[config.mk]
export PLATFORM = sky130hd
export DESIGN_NAME = brnch_pc_redirect_ctrl
export DESIGN_NICKNAME = d
export VERILOG_FILES = /design/src/rtl/brnch_pc_redirect_ctrl.sv
export SDC_FILE = /design/constraint.sdc
export NUM_CORES = 1
export LEC_CHECK = 0
export CORE_MARGIN = 1.5
export CORE_UTILIZATION = 48
export CTS_CLUSTER_SIZE = 8
export DETAILED_ROUTE_END_ITERATION = 12
export GPL_TIMING_DRIVEN = 0
export PLACE_DENSITY = 0.62
export SLEW_MARGIN = 20
export SYNTH_ARGS = -nofsm -noshare
export SYNTH_HDL_FRONTEND = slang
export SYNTH_SLANG_ARGS = --single-unit
export TNS_END_PERCENT = 50
[constraint.sdc]
create_clock -name clk -period 7.25 [get_ports clk]
set_input_delay 2.175 -clock clk [delete_from_list [all_inputs] [get_ports clk]]
set_output_delay 2.175 -clock clk [all_outputs]
set_load 0.05 [all_outputs]
[src/rtl/brnch_pc_redirect_ctrl.sv]
// Purpose : IF-stage next-PC / redirect controller: PC register, direct-mapped BTB,
//           IF/ID prediction record, mispredict flush and saturating perf counters.
// Latency : mispredict seen in cycle N -> corrected pc_if in N+1 (one fetch bubble);
//           flush_if_id is combinational in cycle N.
// Backpress: stall_if holds PC and IF/ID record; a redirect overrides stall_if.
//           brch_hazard_stall defers resolution (no flush, BTB write or count).
//
// Ports:
//   clk, rst                 clock, async active-high reset
//   stall_if                 hold PC and IF/ID record
//   brch_instr_detectd_IF    predecode: instruction at pc_if is a branch
//   predict_br_taken         direction predictor output for the IF branch
//   brch_instr_detectd_ID    branch present in ID
//   brch_hazard_stall        branch operands not ready, defer resolution
//   actual_brch_result       resolved direction (1 = taken)
//   brch_target_ID           resolved taken target
//   pc_if / pc_id            fetch address / PC of the ID instruction
//   pred_taken_id            effective prediction carried with the ID instruction
//   flush_if_id              kill the IF/ID instruction this cycle
//   brch_resolved_cnt        resolved branches (saturating)
//   brch_mispred_cnt         mispredicted branches (saturating)
module brnch_pc_redirect_ctrl #(
  parameter logic [31:0] RESET_PC  = 32'h0000_0000,
  parameter int          BTB_IDX_W = 4,
  parameter int          CNT_W     = 16
) (
  input  logic             clk,
  input  logic             rst,
  input  logic             stall_if,
  input  logic             brch_instr_detectd_IF,
  input  logic             predict_br_taken,
  input  logic             brch_instr_detectd_ID,
  input  logic             brch_hazard_stall,
  input  logic             actual_brch_result,
  input  logic [31:0]      brch_target_ID,
  output logic [31:0]      pc_if,
  output logic [31:0]      pc_id,
  output logic             pred_taken_id,
  output logic             flush_if_id,
  output logic [CNT_W-1:0] brch_resolved_cnt,
  output logic [CNT_W-1:0] brch_mispred_cnt
);

  localparam int ENTRIES = 1 << BTB_IDX_W;
  localparam int TAG_W   = 32 - BTB_IDX_W - 2;

  logic [ENTRIES-1:0] btb_vld;
  logic [TAG_W-1:0]   btb_tag [ENTRIES];
  logic [31:0]        btb_tgt [ENTRIES];

  logic [BTB_IDX_W-1:0] if_idx;
  logic [BTB_IDX_W-1:0] id_idx;
  logic [TAG_W-1:0]     if_tag;
  logic [TAG_W-1:0]     id_tag;
  logic                 btb_hit;
  logic                 eff_pred;
  logic                 resolve;
  logic                 mispred;
  logic                 btb_wr;
  logic [31:0]          next_pc;

  assign if_idx = pc_if[BTB_IDX_W+1:2];
  assign id_idx = pc_id[BTB_IDX_W+1:2];
  assign if_tag = pc_if[31:BTB_IDX_W+2];
  assign id_tag = pc_id[31:BTB_IDX_W+2];

  // Registered array read: a same-index write this cycle is not yet visible.
  assign btb_hit  = btb_vld[if_idx] && (btb_tag[if_idx] == if_tag);
  // A taken prediction without a BTB target cannot be steered, so it falls through.
  assign eff_pred = brch_instr_detectd_IF && predict_br_taken && btb_hit;

  // Gated by rst so a redirect in flight while reset is asserted is dropped.
  assign resolve     = brch_instr_detectd_ID && !brch_hazard_stall && !rst;
  assign mispred     = resolve && (actual_brch_result != pred_taken_id);
  assign flush_if_id = mispred;
  assign btb_wr      = resolve && actual_brch_result;

  always_comb begin
    next_pc = pc_if + 32'd4;
    if (mispred && actual_brch_result) begin
      next_pc = brch_target_ID;
    end else if (mispred) begin
      next_pc = pc_id + 32'd4;
    end else if (stall_if) begin
      next_pc = pc_if;
    end else if (eff_pred) begin
      next_pc = btb_tgt[if_idx];
    end
  end

  always_ff @(posedge clk or posedge rst) begin
    if (rst) begin
      pc_if         <= RESET_PC;
      pc_id         <= 32'd0;
      pred_taken_id <= 1'b0;
    end else begin
      pc_if <= next_pc;
      if (mispred) begin
        pc_id         <= 32'd0;
        pred_taken_id <= 1'b0;
      end else if (!stall_if) begin
        pc_id         <= pc_if;
        pred_taken_id <= eff_pred;
      end
    end
  end

  // Only the valid bits need reset; tag/target are qualified by valid.
  always_ff @(posedge clk or posedge rst) begin
    if (rst) begin
      btb_vld <= '0;
    end else if (btb_wr) begin
      btb_vld[id_idx] <= 1'b1;
    end
  end

  always_ff @(posedge clk) begin
    if (btb_wr) begin
      btb_tag[id_idx] <= id_tag;
      btb_tgt[id_idx] <= brch_target_ID;
    end
  end

  always_ff @(posedge clk or posedge rst) begin
    if (rst) begin
      brch_resolved_cnt <= '0;
      brch_mispred_cnt  <= '0;
    end else begin
      if (resolve && !(&brch_resolved_cnt)) brch_resolved_cnt <= brch_resolved_cnt + 1'b1;
      if (mispred && !(&brch_mispred_cnt))  brch_mispred_cnt  <= brch_mispred_cnt + 1'b1;
    end
  end

endmodule

==> impl_results.md, run 1 <==
- CTS Hold Bufs: 0
- CP Class: in2out
- Post-DRT Antenna Nets: 0
- Warnings, synthesis: 0
- Clk slew on worst S/H paths: about 50 ps
- # DRC: 0
- Top-count cell post-synth: edfxtp_1
- Vias/cell: roughly 6.3
- Nets: between 2k and 3k
- Post-synth EDFFs: about 930
- Int Pwr: 12.38 mW
- Req. time, crit path: slightly above 5000 ps
- Max clock buf depth: 3
- Worst setup margin: roughly 160 ps
- DP Cell Count: 3589
- Stages on worst setup path: 7
- Max cap viols: 0
- Switching share of power: 0.3152
- WL per Instance: 32.87 um
- Gate power share: 0.244
- Sink Count: approximately 1.0k
- Tightest Hold Check Type: reg2reg
- Peak Freq: around 140 MHz
- Worst Hold Path Cells: 1
- DRT iter0 DRCs: 2842
- Hpwl dp: 86070 um
- Critical Path End Type: output pin
- Seq cells post-synth: 1041
- H-tree depth: 4
- Post-Layout Cell Count: 3811
- Gr usage total: 0.2833
- Share of post-route cells with drive strength above 1: 0.2225
- CTS tree: done
- Gpl congestion: ~0.94
- Mean Syn Cell Area: approximately 19 sq um
- Setup_tns: 0 ps
- Status: finished, final reports clean
- Via count: around 24k
- CTS Buf Count: around 150
- Final wirelength: roughly 130000 um
- Die width: about 300 um
- Worst path bufs/invs: 3
- Drt pass-1 iters: 6
- Crit path launch type: input port
- DP Worst Slack: -1471 ps
- Die area: 89840 sq um
- Hold Path End: btb_vld[2]
- Reg2Reg Depth: 11
- RSZ-0062 raised after global routing: false
- Initial antenna violation count: 7
- Area share of the largest cell type after synthesis: 0.6594
- IR drop worst, VDD: around 240 uV
- Core Region: between 80000 and 90000 sq um
- Die H: around 300 um
- Row cnt: around 110
- Gr ovfl total: 0
- Asr flop ratio synth: 0.1085
- Diode count: 0
- Post-synth top cells: 928 x edfxtp_1, 237 x mux4_2, 113 x dfrtp_1
- Syn Nets: 2266
- Min Tclk post-route: just over 7000 ps
- Clock latency on the worst-skew pair: 760 ps
- Port bufs: about 140
- Switching power: between 5 and 6 mW
- Critical Path Slowest Stage Cell: clkdlybuf4s50_1
- First-pass GRT wire length: around 180000 um
- Seq pwr share: 0.409
- Worst rel slew slack: 0.2183
- Clock Tree Root: clkbuf_16
- Leakage power total: roughly 17 nW
- Max-slew violations: 0
- Critical hold path startpoint: btb_vld[2]
- Final period util: 0.9784
- Pwr Density: between 300 and 400 nW/um^2
- Critical-path cell list: clkdlybuf4s50_1 > nor3b_4 > and2_1 > nor2b_2 > nor2_1 > inv_4 > clkdlybuf4s15_2
- Fin Clk Skew: between 20 and 30 ps
- IO Pins: approximately 140
- Top area cells in the synthesized netlist: edfxtp_1 66%, mux4_2 13%, dfrtp_1 6.7%, mux2i_1 2.7%, xnor2_1 1.5%
- Vias in the first global route: 24.29k
- Worst path max stage delay: roughly 520 ps
- Starting Density: 0.4856
- R2r setup slk: just under 900 ps
- Worst r2r src: pc_if[3]
- Area Overhead vs Synth: 20.72%
- Setup-failing EPs final: 0
- Cell area after synthesis: around 42000 sq um
- Clock power frac: 0.347
- Largest net degree at the start of global routing: 66
- Post-synthesis sequential area ratio: 0.7263
- Crit path max-delay family: simple AND/OR/NAND/NOR gates
- Worst-margin pin slew: around 1200 ps
- Synth Instances: 2219
- Worst path arrival time: 4920 ps
- Worst R2R End: pc_if[4]
- Fin util: 0.5862
- Most used DFF post-synth: edfxtp_1
- Crit-path max FO: 22
- Final Hold Viols: 0
- Yosys top cell by area: edfxtp_1
- Yosys cell types: just over 70
metal layers:
layer,GRT usage,part of all wire,vias up
met1,0.4006,0.40,12780
met4,0.08886,0.027,6
met3,0.05976,0.090,197
met5,0,0.00026,-
met2,0.4457,0.48,1205
li1,-,-,9755
registers in the layout, indices dropped and copies added, names as in the netlist:
register	count
btb_tgt	512
btb_tag	416
pc_id	32
pc_if	32
brch_mispred_cnt	16
brch_resolved_cnt	16
btb_vld	16
pred_taken_id	1
area by class of cell:
cell class              instances  area [sq um]
plain buffers                 122         610.6
clock buffers                 207          3946
clock inverters                16         231.5
fillers                      6452         36010
inverters                      19         78.83
multi-input cells            1035         11050
flip-flops and latches       1041         30690
well taps                    1155          1445
repair buffers                216          2960
metrics by stage:
| step | power, mW | cell area, sq um | hold WS [ps] |
|---|---|---|---|
| final | 18.08 | 51020 | 460.2 |
| after global routing | 18.62 | 51020 | 478.6 |
| after CTS | 18.15 | 50990 | 460.4 |
| after detailed placement | 11.89 | 46810 | 447.6 |
| after global placement | 11.77 | 45090 | 447.4 |
| after floorplan | 10.02 | 42280 | 433.7 |
power groups by stage:
stage	logic (mW)	registers, mW	clock network [mW]
after floorplan	2.37	7.65	0
after global placement	4.30	7.47	0
after detailed placement	4.40	7.49	0
after CTS	4.42	7.38	6.36
after global routing	4.61	7.42	6.59
final	4.41	7.39	6.27
worst max path at each step:
stage	from	end	slack, ps
6_report	rst	flush_if_id	160
5_1_grt	rst	flush_if_id	70
4_1_cts	rst	flush_if_id	110
3_5_place_dp	rst	flush_if_id	-1470
3_3_place_gp	brch_instr_detectd_ID	btb_vld[10]	-4210
2_1_floorplan	brch_hazard_stall	flush_if_id	900
logic make-up (layout without fill, tap and decap cells):
| group | after synthesis | in the layout | synth area share |
|---|---|---|---|
| AOI/OAI and AO/OA | 190 | 190 | 0.03123 |
| adders and majority gates | 7 | 7 | 0.002072 |
| buffers and inverters | 143 | 580 | 0.01613 |
| DFF | 1041 | 1041 | 0.7263 |
| xor gates and xnor gates | 107 | 107 | 0.02217 |
| and+or+nand+nor | 353 | 353 | 0.04154 |
| muxes | 378 | 378 | 0.1606 |
cells in the final DEF (no fill, tap or decap), drive strengths merged, types with 8 or more instances in the layout:
cell and n:
a21oi 17, a221oi 10, a22oi 32, a31oi 9, and3 24, buf 134, clkbuf 275, clkdlybuf4s50 135
dfrtp 113, edfxtp 928, inv 28, mux2 29, mux2i 112, mux4 237, nand2 72, nand2b 9
nand3 37, nand3b 8, nand4 19, nor2 101, nor3 23, nor4 11, o211ai 12, o21ai 41
o221ai 12, o22ai 18, or2 22, xnor2 70, xor2 37
timing repair:
item                                    CTS  global route
endpoints found under the setup margin    1             1
gates cloned                              0             0
gates resized for setup                   7             1
setup buffers                             0             0
(Power assumes the default switching activity.)
==> inputs of run 2 (changes only) <==
Settings changed: CELL_PAD_IN_SITES_DETAIL_PLACEMENT set to 1, CELL_PAD_IN_SITES_GLOBAL_PLACEMENT set to 2, PLACE_DENSITY 0.62 to 0.77.
==> run 2 against run 1 <==
Against the previous run: first-iteration DRC count is 0.18% lower; count of clock-buffer cells in the layout increased by 3; clock skew is 0.90 ps higher; via count increased by 1.2%; sequential power hardly changed; flip-flop and latch count unchanged; global-route usage up 1.7 points; sequential share of layout area decreased by 0.084 points; cell area up 0.14%; worst setup slack lost 120 ps; die area unchanged; clock power is 1% higher; critical path type unchanged; highest routed layer unchanged.
==> impl_results.md, run 2 (synthesis gave the netlist of run 1 again) <==
- Placed Area: 46800 sq um (was 46810 sq um)
- Final period util: 0.9951 (was 0.9784)
- Clk slew on worst S/H paths: 50 ps (about the same)
- Area Overhead vs Synth: 20.88% (was 20.72%)
- Max-slew violations: 0 (unchanged)
- Port bufs: 136 (unchanged)
- Pwr Density: 356.5 nW/um^2 (was 354.3 nW/um^2)
- Worst R2R End: pc_if[4] (unchanged)
- CTS Hold Bufs: 0 (unchanged)
- H-tree depth: 4 (unchanged)
- Starting Density: 0.4856 (unchanged)
- Regs by FF count: btb_tgt (512), btb_tag (416) (unchanged)
- DRT iter0 DRCs: 2837 (was 2842)
- Max reg flops: 512 (unchanged)
- Hold Path End: btb_vld[8] (was btb_vld[2])
- Gpl congestion: 0.9157 (was 0.9369)
- Row cnt: 108 (unchanged)
- WL met2: 63260 um (was 59850 um)
- Hpwl dp: 89460 um (was 86070 um)
- IR drop worst, VDD: 255.9 uV (was 244.7 uV)
- Max cap viols: 0 (unchanged)
- Clock Tree Root: clkbuf_16 (unchanged)
- Core Region: 87020 sq um (unchanged)
- R2r setup slk: 780 ps (was 870 ps)
- Worst Hold Path Cells: 1 (unchanged)
- Worst path arrival time: 5040 ps (was 4920 ps)
- Die area: 89840 sq um (unchanged)
- Req. time, crit path: 5080 ps (about the same)
- Final Hold Viols: 0 (unchanged)
- Via count: 24.23k (was 23.95k)
- Largest net degree at the start of global routing: 66 (unchanged)
- RSZ-0062 raised after global routing: false (unchanged)
- # DRC: 0 (unchanged)
- Tightest Hold Check Type: reg2reg (unchanged)
- Top sig layer: met5 (unchanged)
- DP Cell Count: 3584 (was 3589)
- Fill count: 7566 (was 6452)
- Die width: 299.7 um (unchanged)
- CTS tree: done (unchanged)
- Post-Layout Cell Count: 3810 (was 3811)
- First-pass GRT wire length: 189100 um (was 178200 um)
- Crit path launch type: input port (unchanged)
- Vias/cell: 6.361 (was 6.284)
- Initial antenna violation count: 4 (was 7)
- CP Class: in2out (unchanged)
- Critical hold path startpoint: btb_vld[8] (was btb_vld[2])
- Fin Clk Skew: 29.83 ps (was 28.94 ps)
- Crit-path max FO: 22 (unchanged)
- Min Tclk post-route: 7215 ps (was 7093 ps)
- Setup-failing EPs final: 0 (unchanged)
- Worst r2r src: pc_if[3] (unchanged)
- Post-DRT Antenna Nets: 0 (unchanged)
- Critical Path End Type: output pin (unchanged)
- Peak Freq: 138.6 MHz (was 141.0 MHz)
- Met3 wire len: 10920 um (was 11330 um)
- Status: finished, final reports clean (unchanged)
- Cell area after layout: 51090 sq um (was 51020 sq um)
- Sink Count: 1041 (unchanged)
- Final wirelength: 131900 um (was 125300 um)
- Clock latency on the worst-skew pair: 740 ps (was 760 ps)
- Leading cell types in the layout, fill and taps excluded: 928 x edfxtp_1, 237 x mux4_2, 150 x clkbuf_16, 135 x clkdlybuf4s50_1, 122 x clkbuf_1 (was 928 x edfxtp_1, 237 x mux4_2, 149 x clkbuf_16, 135 x clkdlybuf4s50_1, 120 x clkbuf_1)
- Worst rel slew slack: 0.2132 (was 0.2183)
- Reg with most FFs: btb_tgt (unchanged)
- Share of post-route cells with drive strength above 1: 0.2227 (was 0.2225)
- Drt pass-1 iters: 7 (was 6)
- Gr ovfl total: 0 (unchanged)
- Die H: 299.7 um (unchanged)
- Worst-margin pin slew: 1180 ps (was 1173 ps)
- Max clock buf depth: 3 (unchanged)
- IO Pins: 138 (unchanged)
- Reg2Reg Depth: 11 (unchanged)
- Leakage power total: 17.17 nW (was 17.16 nW)
- CTS Buf Count: 148 (unchanged)
- Vias in the first global route: 25.44k (was 24.29k)
- Most common cell after layout, fill and taps aside: edfxtp_1 (unchanged)
- M1 WL: 54240 um (was 50660 um)
- WL per Instance: 34.62 um (was 32.87 um)
- Gr usage total: 0.2998 (was 0.2833)
- Nets: 2627 (was 2630)
[run 2: cell count changes in the layout (fill, tap and decap cells not counted), moves of 2 or more]
cell	change
clkbuf_1	+2
buf_12	-4
buf_1	-2
inv_16	-4
buf_16	+5
clkinv_16	+4
buf_6	-6
[run 2: through the flow]
| stage | worst slack [ps] | hold slack, ps | utilization | power (mW) | setup TNS, ps |
|---|---|---|---|---|---|
| 2_1_floorplan | 902.9 | 433.7 | - | 10.02 | 0 |
| 3_3_place_gp | -4231 | 448.8 | 0.5181 | 11.76 | -3300620 |
| 3_5_place_dp | -1575 | 455.6 | 0.5378 | 11.94 | -1575 |
| 4_1_cts | 136.8 | 468.5 | 0.5867 | 18.27 | 0 |
| 5_1_grt | 13.20 | 488.3 | 0.5870 | 18.72 | 0 |
| 6_report | 35.36 | 465.3 | 0.5871 | 18.21 | 0 |
[run 2: report_power, final]
part / total [mW] / leakage, nW / internal [mW] / switching [mW]
logic: 4.47 / 5.44 / 1.70 / 2.77
registers: 7.41 / 9.71 / 6.91 / 0.500
clock network: 6.33 / 2.02 / 3.79 / 2.54
total: 18.2 / 17.2 / 12.4 / 5.81
[run 2: final cells by class]
class                      count  area (sq um)  share of cell area
sequential                  1041         30690              0.6008
timing repair buffer         213          2972             0.05817
tap                         1155          1445             0.02829
buffer                       122         613.1             0.01200
clock buffer                 210          3979             0.07788
inverter                      19         77.57            0.001518
clock inverter                14         246.5            0.004825
multi-input combinational   1035         11060              0.2165
antenna                        1         2.502          0.00004898
[run 2: worst max path at each step]
stage	from	to	slack, ps	depth (start not counted)
after global routing	rst	flush_if_id	10	8
after CTS	rst	flush_if_id	140	8
after floorplan	brch_hazard_stall	flush_if_id	900	7
final	rst	flush_if_id	40	8
after detailed placement	rst	flush_if_id	-1570	9
after global placement	brch_instr_detectd_ID	btb_vld[13]	-4230	6
[run 2: timing repair]
item	in CTS	in global routing
endpoints found under the hold margin	0	0
setup buffers	2	0
gates cloned	0	0
endpoints found under the setup margin	1	1
gates resized for setup	8	1
pin swaps	1	0
[run 2: critical path: stages]
cell	delay, ps
clkdlybuf4s50_1	620
nor3b_4	100
buf_12	150
and2_0	270
nor2b_2	260
nor2_2	470
clkinv_2	470
clkdlybuf4s18_2	500
[run 2: metal layers]
metal,up-vias,track usage
met5,-,0
met4,6,0.08826
met3,240,0.05506
met2,1238,0.4726
met1,13030,0.4315
li1,9723,-
